--- src/rtl/hazard_scoreboard_if.sv ---
// Decode-to-scoreboard bundle: the ID-stage instruction fields going in, and
// the issue/stall decision plus bypass selection coming back out.
interface hazard_if #(
  parameter int MUL_LAT = 4,
  parameter int FWD_WIN = 2
);
  localparam int CW = $clog2(MUL_LAT + FWD_WIN);

  logic          id_valid;
  logic [4:0]    id_src_reg_1;
  logic          id_uses_src1;
  logic [4:0]    id_src_reg_2;
  logic          id_uses_src2;
  logic [4:0]    id_dst_reg;
  logic          id_reg_we;
  logic          id_is_load;
  logic          id_is_mul;
  logic          id_flush;

  logic          stall;
  logic          issue;
  logic          dep_src1;
  logic          dep_src2;
  logic [CW-1:0] fwd_sel1;
  logic [CW-1:0] fwd_sel2;

  modport master (
    output id_valid, id_src_reg_1, id_uses_src1, id_src_reg_2, id_uses_src2,
           id_dst_reg, id_reg_we, id_is_load, id_is_mul, id_flush,
    input  stall, issue, dep_src1, dep_src2, fwd_sel1, fwd_sel2
  );

  modport slave (
    input  id_valid, id_src_reg_1, id_uses_src1, id_src_reg_2, id_uses_src2,
           id_dst_reg, id_reg_we, id_is_load, id_is_mul, id_flush,
    output stall, issue, dep_src1, dep_src2, fwd_sel1, fwd_sel2
  );
endinterface

--- src/rtl/hazard_scoreboard.sv ---
// Register hazard scoreboard between ID and EXE. Each architectural register
// has a countdown of cycles until its pending write leaves the bypass window
// and is visible in the register file. Sources inside the bypass window are
// forwarded (fwd_sel = remaining count); sources further out stall issue.
// A new write to a register whose older write would land later also stalls,
// so writes always retire in program order.
module hazard_scoreboard #(
  parameter int REG_FILE_LEN = 32,
  parameter int ALU_LAT      = 1,
  parameter int LOAD_LAT     = 2,
  parameter int MUL_LAT      = 4,
  parameter int FWD_WIN      = 2
) (
  input  logic    clk,
  input  logic    rst,
  hazard_if.slave hz
);
  localparam int CW = $clog2(MUL_LAT + FWD_WIN);

  // Reload values: producer latency plus the forwarding window, minus the
  // cycle already spent in the issue edge.
  localparam logic [CW-1:0] L_ALU   = CW'(ALU_LAT + FWD_WIN - 1);
  localparam logic [CW-1:0] L_LOAD  = CW'(LOAD_LAT + FWD_WIN - 1);
  localparam logic [CW-1:0] L_MUL   = CW'(MUL_LAT + FWD_WIN - 1);
  localparam logic [CW-1:0] FWD_MAX = CW'(FWD_WIN);

  // Entry 0 is never loaded (rd = 0 is excluded from wr_en), so x0 stays idle.
  logic [REG_FILE_LEN-1:0][CW-1:0] cnt_reg;
  logic [REG_FILE_LEN-1:0][CW-1:0] cnt_next;

  logic [CW-1:0] load_val;
  logic [CW-1:0] cnt_src1;
  logic [CW-1:0] cnt_src2;
  logic [CW-1:0] cnt_dst;
  logic          use1;
  logic          use2;
  logic          raw1;
  logic          raw2;
  logic          waw;
  logic          dep1;
  logic          dep2;
  logic          stall_int;
  logic          issue_int;
  logic          wr_en;

  // Reload value chosen by producer class, MUL over LOAD over ALU
  always_comb begin
    if (hz.id_is_mul) begin
      load_val = L_MUL;
    end else if (hz.id_is_load) begin
      load_val = L_LOAD;
    end else begin
      load_val = L_ALU;
    end
  end

  // Classify each source and the destination against the pre-edge counts
  always_comb begin
    cnt_src1  = cnt_reg[hz.id_src_reg_1];
    cnt_src2  = cnt_reg[hz.id_src_reg_2];
    cnt_dst   = cnt_reg[hz.id_dst_reg];

    use1      = hz.id_uses_src1 && (hz.id_src_reg_1 != 5'd0);
    use2      = hz.id_uses_src2 && (hz.id_src_reg_2 != 5'd0);

    // Result not yet on the bypass bus: must wait.
    raw1      = use1 && (cnt_src1 > FWD_MAX);
    raw2      = use2 && (cnt_src2 > FWD_MAX);

    // Result is somewhere in the bypass network: forward it.
    dep1      = hz.id_valid && use1 && (cnt_src1 != '0) && (cnt_src1 <= FWD_MAX);
    dep2      = hz.id_valid && use2 && (cnt_src2 != '0) && (cnt_src2 <= FWD_MAX);

    // An older write that would land after this one must go first.
    waw       = hz.id_reg_we && (hz.id_dst_reg != 5'd0) && (cnt_dst > load_val);

    stall_int = hz.id_valid && (raw1 || raw2 || waw);
    issue_int = hz.id_valid && !stall_int && !hz.id_flush;
    wr_en     = issue_int && hz.id_reg_we && (hz.id_dst_reg != 5'd0);
  end

  assign hz.stall    = stall_int;
  assign hz.issue    = issue_int;
  assign hz.dep_src1 = dep1;
  assign hz.dep_src2 = dep2;
  assign hz.fwd_sel1 = dep1 ? cnt_src1 : '0;
  assign hz.fwd_sel2 = dep2 ? cnt_src2 : '0;

  // Per-register next count: reload on an issuing write, else count down to 0
  for (genvar gi = 0; gi < REG_FILE_LEN; gi++) begin : g_cnt
    assign cnt_next[gi] = (wr_en && (hz.id_dst_reg == 5'(gi))) ? load_val :
                          (cnt_reg[gi] != '0)                 ? cnt_reg[gi] - CW'(1) :
                                                                 '0;
  end

  // Countdown state; reset drops every pending write immediately
  always_ff @(posedge clk or posedge rst) begin
    if (rst) begin
      cnt_reg <= '0;
    end else begin
      cnt_reg <= cnt_next;
    end
  end
endmodule

--- src/flat_wrapper.sv ---
// flat-port wrapper written by rule: the top's interface ports become plain ports
module hazard_scoreboard_flat 
#(
  parameter int REG_FILE_LEN = 32,
  parameter int ALU_LAT      = 1,
  parameter int LOAD_LAT     = 2,
  parameter int MUL_LAT      = 4,
  parameter int FWD_WIN      = 2
)
  (clk, rst, hz_id_valid, hz_id_src_reg_1, hz_id_uses_src1, hz_id_src_reg_2, hz_id_uses_src2, hz_id_dst_reg, hz_id_reg_we, hz_id_is_load, hz_id_is_mul, hz_id_flush, hz_stall, hz_issue, hz_dep_src1, hz_dep_src2, hz_fwd_sel1, hz_fwd_sel2);
  hazard_if #(.MUL_LAT(MUL_LAT), .FWD_WIN(FWD_WIN)) hz_i ();
  input  logic clk;
  input  logic rst;
  input wire logic [$bits(hz_i.id_valid)-1:0] hz_id_valid;
  input wire logic [$bits(hz_i.id_src_reg_1)-1:0] hz_id_src_reg_1;
  input wire logic [$bits(hz_i.id_uses_src1)-1:0] hz_id_uses_src1;
  input wire logic [$bits(hz_i.id_src_reg_2)-1:0] hz_id_src_reg_2;
  input wire logic [$bits(hz_i.id_uses_src2)-1:0] hz_id_uses_src2;
  input wire logic [$bits(hz_i.id_dst_reg)-1:0] hz_id_dst_reg;
  input wire logic [$bits(hz_i.id_reg_we)-1:0] hz_id_reg_we;
  input wire logic [$bits(hz_i.id_is_load)-1:0] hz_id_is_load;
  input wire logic [$bits(hz_i.id_is_mul)-1:0] hz_id_is_mul;
  input wire logic [$bits(hz_i.id_flush)-1:0] hz_id_flush;
  output wire logic [$bits(hz_i.stall)-1:0] hz_stall;
  output wire logic [$bits(hz_i.issue)-1:0] hz_issue;
  output wire logic [$bits(hz_i.dep_src1)-1:0] hz_dep_src1;
  output wire logic [$bits(hz_i.dep_src2)-1:0] hz_dep_src2;
  output wire logic [$bits(hz_i.fwd_sel1)-1:0] hz_fwd_sel1;
  output wire logic [$bits(hz_i.fwd_sel2)-1:0] hz_fwd_sel2;
  assign hz_i.id_valid = hz_id_valid;
  assign hz_i.id_src_reg_1 = hz_id_src_reg_1;
  assign hz_i.id_uses_src1 = hz_id_uses_src1;
  assign hz_i.id_src_reg_2 = hz_id_src_reg_2;
  assign hz_i.id_uses_src2 = hz_id_uses_src2;
  assign hz_i.id_dst_reg = hz_id_dst_reg;
  assign hz_i.id_reg_we = hz_id_reg_we;
  assign hz_i.id_is_load = hz_id_is_load;
  assign hz_i.id_is_mul = hz_id_is_mul;
  assign hz_i.id_flush = hz_id_flush;
  assign hz_stall = hz_i.stall;
  assign hz_issue = hz_i.issue;
  assign hz_dep_src1 = hz_i.dep_src1;
  assign hz_dep_src2 = hz_i.dep_src2;
  assign hz_fwd_sel1 = hz_i.fwd_sel1;
  assign hz_fwd_sel2 = hz_i.fwd_sel2;
  hazard_scoreboard #(.REG_FILE_LEN(REG_FILE_LEN), .ALU_LAT(ALU_LAT), .LOAD_LAT(LOAD_LAT), .MUL_LAT(MUL_LAT), .FWD_WIN(FWD_WIN)) u_core (.clk(clk), .rst(rst), .hz(hz_i));
endmodule
--- config.mk ---
export PLATFORM = sky130hd
export DESIGN_NAME = hazard_scoreboard_flat
export DESIGN_NICKNAME = d
export VERILOG_FILES = /design/src/rtl/hazard_scoreboard_if.sv /design/src/rtl/hazard_scoreboard.sv /design/src/flat_wrapper.sv
export SDC_FILE = /design/constraint.sdc
export NUM_CORES = 1
export LEC_CHECK = 0
export BUFFER_PORTS_ARGS = -buffer_cell sky130_fd_sc_hd__buf_2
export CAP_MARGIN = 20
export CORE_ASPECT_RATIO = 1.5
export CORE_MARGIN = 2
export CORE_UTILIZATION = 35
export CTS_CLUSTER_SIZE = 24
export DETAILED_ROUTE_END_ITERATION = 7
export HOLD_SLACK_MARGIN = 0.02
export PLACE_DENSITY = 0.54
export SYNTH_ARGS = -nofsm -noshare
export SYNTH_HDL_FRONTEND = slang
export SYNTH_SLANG_ARGS = --single-unit
--- constraint.sdc ---
create_clock -name clk -period 6.4 [get_ports clk]
set_input_delay 0 -clock clk [delete_from_list [all_inputs] [get_ports clk]]
set_output_delay 0 -clock clk [all_outputs]
set_load 0.01 [all_outputs]
==> out/metrics.csv <==
stage;metric;value;unit
run_status;outcome;complete, no violations;
worst_setup_path;crit-path cells;mux4_2 -> o2bb2ai_1 -> o31a_1 -> a221oi_2 -> or3_2 -> buf_4 -> o211ai_1 -> nor2_1 -> buf_2;
die;die height;201;um
logic_synthesis;Cell variety after synth;57;
worst_setup_path;Req. time, crit path;6.40;ns
logic_synthesis;post-synthesis sequential area ratio;26.5;%
logic_synthesis;share of synthesized registers carrying an async set or reset;100;%
grt;first-pass GRT wire length;40800;um
sta;f_max;238;MHz
clocking;Max Root-Sink Buffers;2;
finish;multi-input logic area;0.00605;mm^2
finish;# nets final;896;
clocking;H-tree level count;3;
finish;share of cells above drive strength 1;30.6;%
drt;wirelength, routed;26300;um
die;die width;135;um
logic_synthesis;register bit total from synthesis;96;
logic_synthesis;simple-gate area share of the yosys netlist;18.2;%
place;worst slack at placement;1.93;ns
worst_setup_path;delay-heaviest family, CP;compound AO/OA/AOI/OAI gates;
die;Starting Density;35.4;%
finish;ant diodes;0;
worst_setup_path;crit end category;primary output;
sta;RSZ-0062 raised after global routing;no;
logic_synthesis;Most used DFF post-synth;dfrtp_1;
finish;max reg flops;96;
sta;Setup WS post-layout;2.20;ns
logic_synthesis;Synth Area in Adders;9.26;%
die;core area;0.0256;mm^2
worst_setup_path;slowest stage delay, CP;0.77;ns
logic_synthesis;Avg Cell Area, Syn;11.3;um^2
worst_setup_path;critical path class;reg -> out;
drt;Routed Antenna Nets;0;
power;Pwr per Cell Area;200;mW/mm^2
sta;Fin. Hold Viols;0;
grt;number of global-route vias before repair;6585;
logic_synthesis;Netlist Area Pre-Place;0.00905;mm^2
clocking;post-CTS setup buffer count;0;
worst_setup_path;worst path bufs/invs;2;
clocking;Clock Latency Late Sink;0.37;ns
grt;grt met3 use;2.85;%
grt;pin count of the biggest net entering global routing;50;
power;total power;0.00195;W
power;peak supply drop;125;uV
place;Buffers on Ports;31;
worst_setup_path;Worst path slowest cell;or3_2;
grt;met1 GRT Util;22.9;%
logic_synthesis;xor-xnor portion of the synthesized cell area;0.194;%
clocking;CTS tree;yes;
drt;via count;6433;
sta;clock skew;0.0103;ns
drt;DRC viols;0;
drt;Vias per Instance;5.63;
drt;Wirelength per Cell;23.0;um
grt;initial antenna violation count;0;
clocking;Clock Tree Root;clkbuf_16;
worst_setup_path;CP max FO;17;
sta;Final Setup Violations;0;
die;FP Rows;72;
finish;register area;0.00240;mm^2
sta;crit share post-route;65.5;%
sta;final-report max-slew violation count;0;
logic_synthesis;cells after synthesis;804;
worst_setup_path;Critical Path Source Type;flop;
logic_synthesis;EDFF count, synth;0;
sta;Worst Tran Pin Value;1.19;ns
place;Cell Area, Placed;0.00937;mm^2
logic_synthesis;largest family of logic cells by synthesized area;multiplexers;
drt;Pre-antenna DRT Iters;5;
grt;Global Route Usage Sum;20.2;%
finish;Fillers;2557;
grt;GRT overflow;0;
sta;post-route setup TNS;0;ns
place;global placer's final weighted congestion;0.927;
sta;post-layout minimum cycle time;4.20;ns
place;DPL Wire Length;19900;um
logic_synthesis;mux share of post-synthesis cell area;33.1;%
clocking;Clock Sinks;96;
clocking;Num CTS Buffers;9;
logic_synthesis;compound-cell area share of the yosys netlist;6.03;%
die;die area;0.0272;mm^2
die;io pins;34;
finish;fin area;0.00972;mm^2
grt;M2 GR Usage;35.5;%
finish;Area growth, synth to finish;7.41;%
hold_path;Min-Delay Path Class;in -> reg;
job;Max-Cap Viols;0;
clocking;clk slew on worst S/H paths;0.07;ns
drt;initial DRC count;594;
clocking;PostCTS Resize Cnt;0;
sta;Slew Limit Headroom;20.3;%
power;Leakage;4.70;nW
logic_synthesis;Warnings, synthesis;0;
grt;GR peak layer;met2;
worst_setup_path;Critical Path AT;4.20;ns
==> where the power goes <==
group	internal [W]	total [W]	switching, W
Clock	0.000383	0.000643	0.000261
Sequential	0.000663	0.000761	0.0000977
Combinational	0.000263	0.000542	0.000278
Total	0.00131	0.00195	0.000637
==> layout make-up <==
cell class / instances / share of cell area (%)
Clock buffer: 9 / 2.32
Sequential cell: 96 / 24.7
Clock inverter: 7 / 1.22
Timing Repair Buffer: 39 / 2.32
Inverter: 74 / 2.88
Multi-Input combinational cell: 585 / 62.3
Tap cell: 333 / 4.29
==> Yosys cell counts (2+ instances only) <==
cell | count | area, um^2
buf_6 | 6 | 67.6
nand3_4 | 29 | 508
nand2b_1 | 5 | 31.3
mux2_4 | 59 | 886
buf_1 | 5 | 18.8
mux2_2 | 14 | 158
a41o_1 | 2 | 20.0
mux4_1 | 6 | 158
buf_12 | 3 | 60.1
dfrtp_1 | 96 | 2400
mux2i_1 | 61 | 611
o21ai_0 | 4 | 20.0
o22ai_1 | 6 | 37.5
or3_1 | 3 | 18.8
clkbuf_1 | 25 | 93.8
and2_1 | 33 | 206
a21oi_1 | 38 | 190
a221o_1 | 4 | 40.0
or2_2 | 33 | 206
a22oi_1 | 5 | 37.5
buf_4 | 4 | 30.0
nor2b_1 | 6 | 37.5
nor3_1 | 17 | 85.1
nand2_1 | 22 | 82.6
o211ai_1 | 5 | 37.5
and3_1 | 17 | 106
ha_1 | 67 | 838
nor2_1 | 45 | 169
nor3b_1 | 6 | 45.0
mux4_2 | 52 | 1170
nand3b_1 | 4 | 30.0
buf_8 | 2 | 30.0
inv_1 | 74 | 278
nand4_1 | 4 | 25.0
buf_2 | 5 | 25.0
nand3_1 | 16 | 80.1
==> layer usage <==
metal  vias up  share of wire (%)
met3        71                4.1
met1      3261                 37
met4         0                6.4
li1       2886                  -
met5         -                  0
met2       215                 53
==> layout by cell type, fill, tap and decap left out, types with 9 or more instances in the layout <==
cell type / count
mux2_4: 59
dfrtp_1: 96
clkbuf_16: 9
ha_1: 67
and3_1: 17
inv_1: 73
nor2_1: 44
nand3_1: 16
a21oi_1: 38
mux2i_1: 61
nand2_1: 22
nand3_4: 29
nor3_1: 17
mux2_2: 14
or2_2: 33
mux4_2: 52
and2_1: 33
buf_2: 31
==> worst paths after layout <==
path / start / to / slack [ns] / cells past startpoint
hold reg to reg: u_core.cnt_reg[0]$_DFF_PP0_ / u_core.cnt_reg[0]$_DFF_PP0_ / 0.55 / 1
min in group asynchronous: rst / u_core.cnt_reg[31]$_DFF_PP0_ / 0.27 / 3
setup / recovery: u_core.cnt_reg[15]$_DFF_PP0_ / hz_issue / 2.20 / 9
max in group asynchronous: rst / u_core.cnt_reg[83]$_DFF_PP0_ / 5.00 / 4
hold / removal: hz_id_is_mul / u_core.cnt_reg[31]$_DFF_PP0_ / 0.19 / 3
setup reg to reg: u_core.cnt_reg[85]$_DFF_PP0_ / u_core.cnt_reg[11]$_DFF_PP0_ / 2.36 / 11
==> per-stage QoR <==
step	hold slack, ns	util, %	cells
2_1_floorplan	0.144	-	805
3_3_place_gp	0.142	36.6	1125
4_1_cts	0.209	38.0	1143
3_5_place_dp	0.144	36.6	1126
5_1_grt	0.222	38.0	1143
6_report	0.193	38.0	1143
==> worst min-delay path: cells and delay by family <==
kind | cells | cell delay (ns)
buffers and inverters | 2 | 0.34
muxes | 1 | 0.17
==> timing repair <==
item / 4_1_cts / 5_1_grt
endpoints found under the hold margin: 48 / 0
endpoints found under the setup margin: 0 / 0
hold buffers: 1 / 0
==> logic make-up after synthesis <==
| group | Yosys count |
|---|---|
| fa+ha+maj | 67 |
| simple gates | 242 |
| compound gates | 79 |
| buf+inv | 124 |
| flops | 96 |
| xor+xnor | 2 |
| other cells | 1 |
| mux | 193 |
Power figures use the tool's default switching activity.
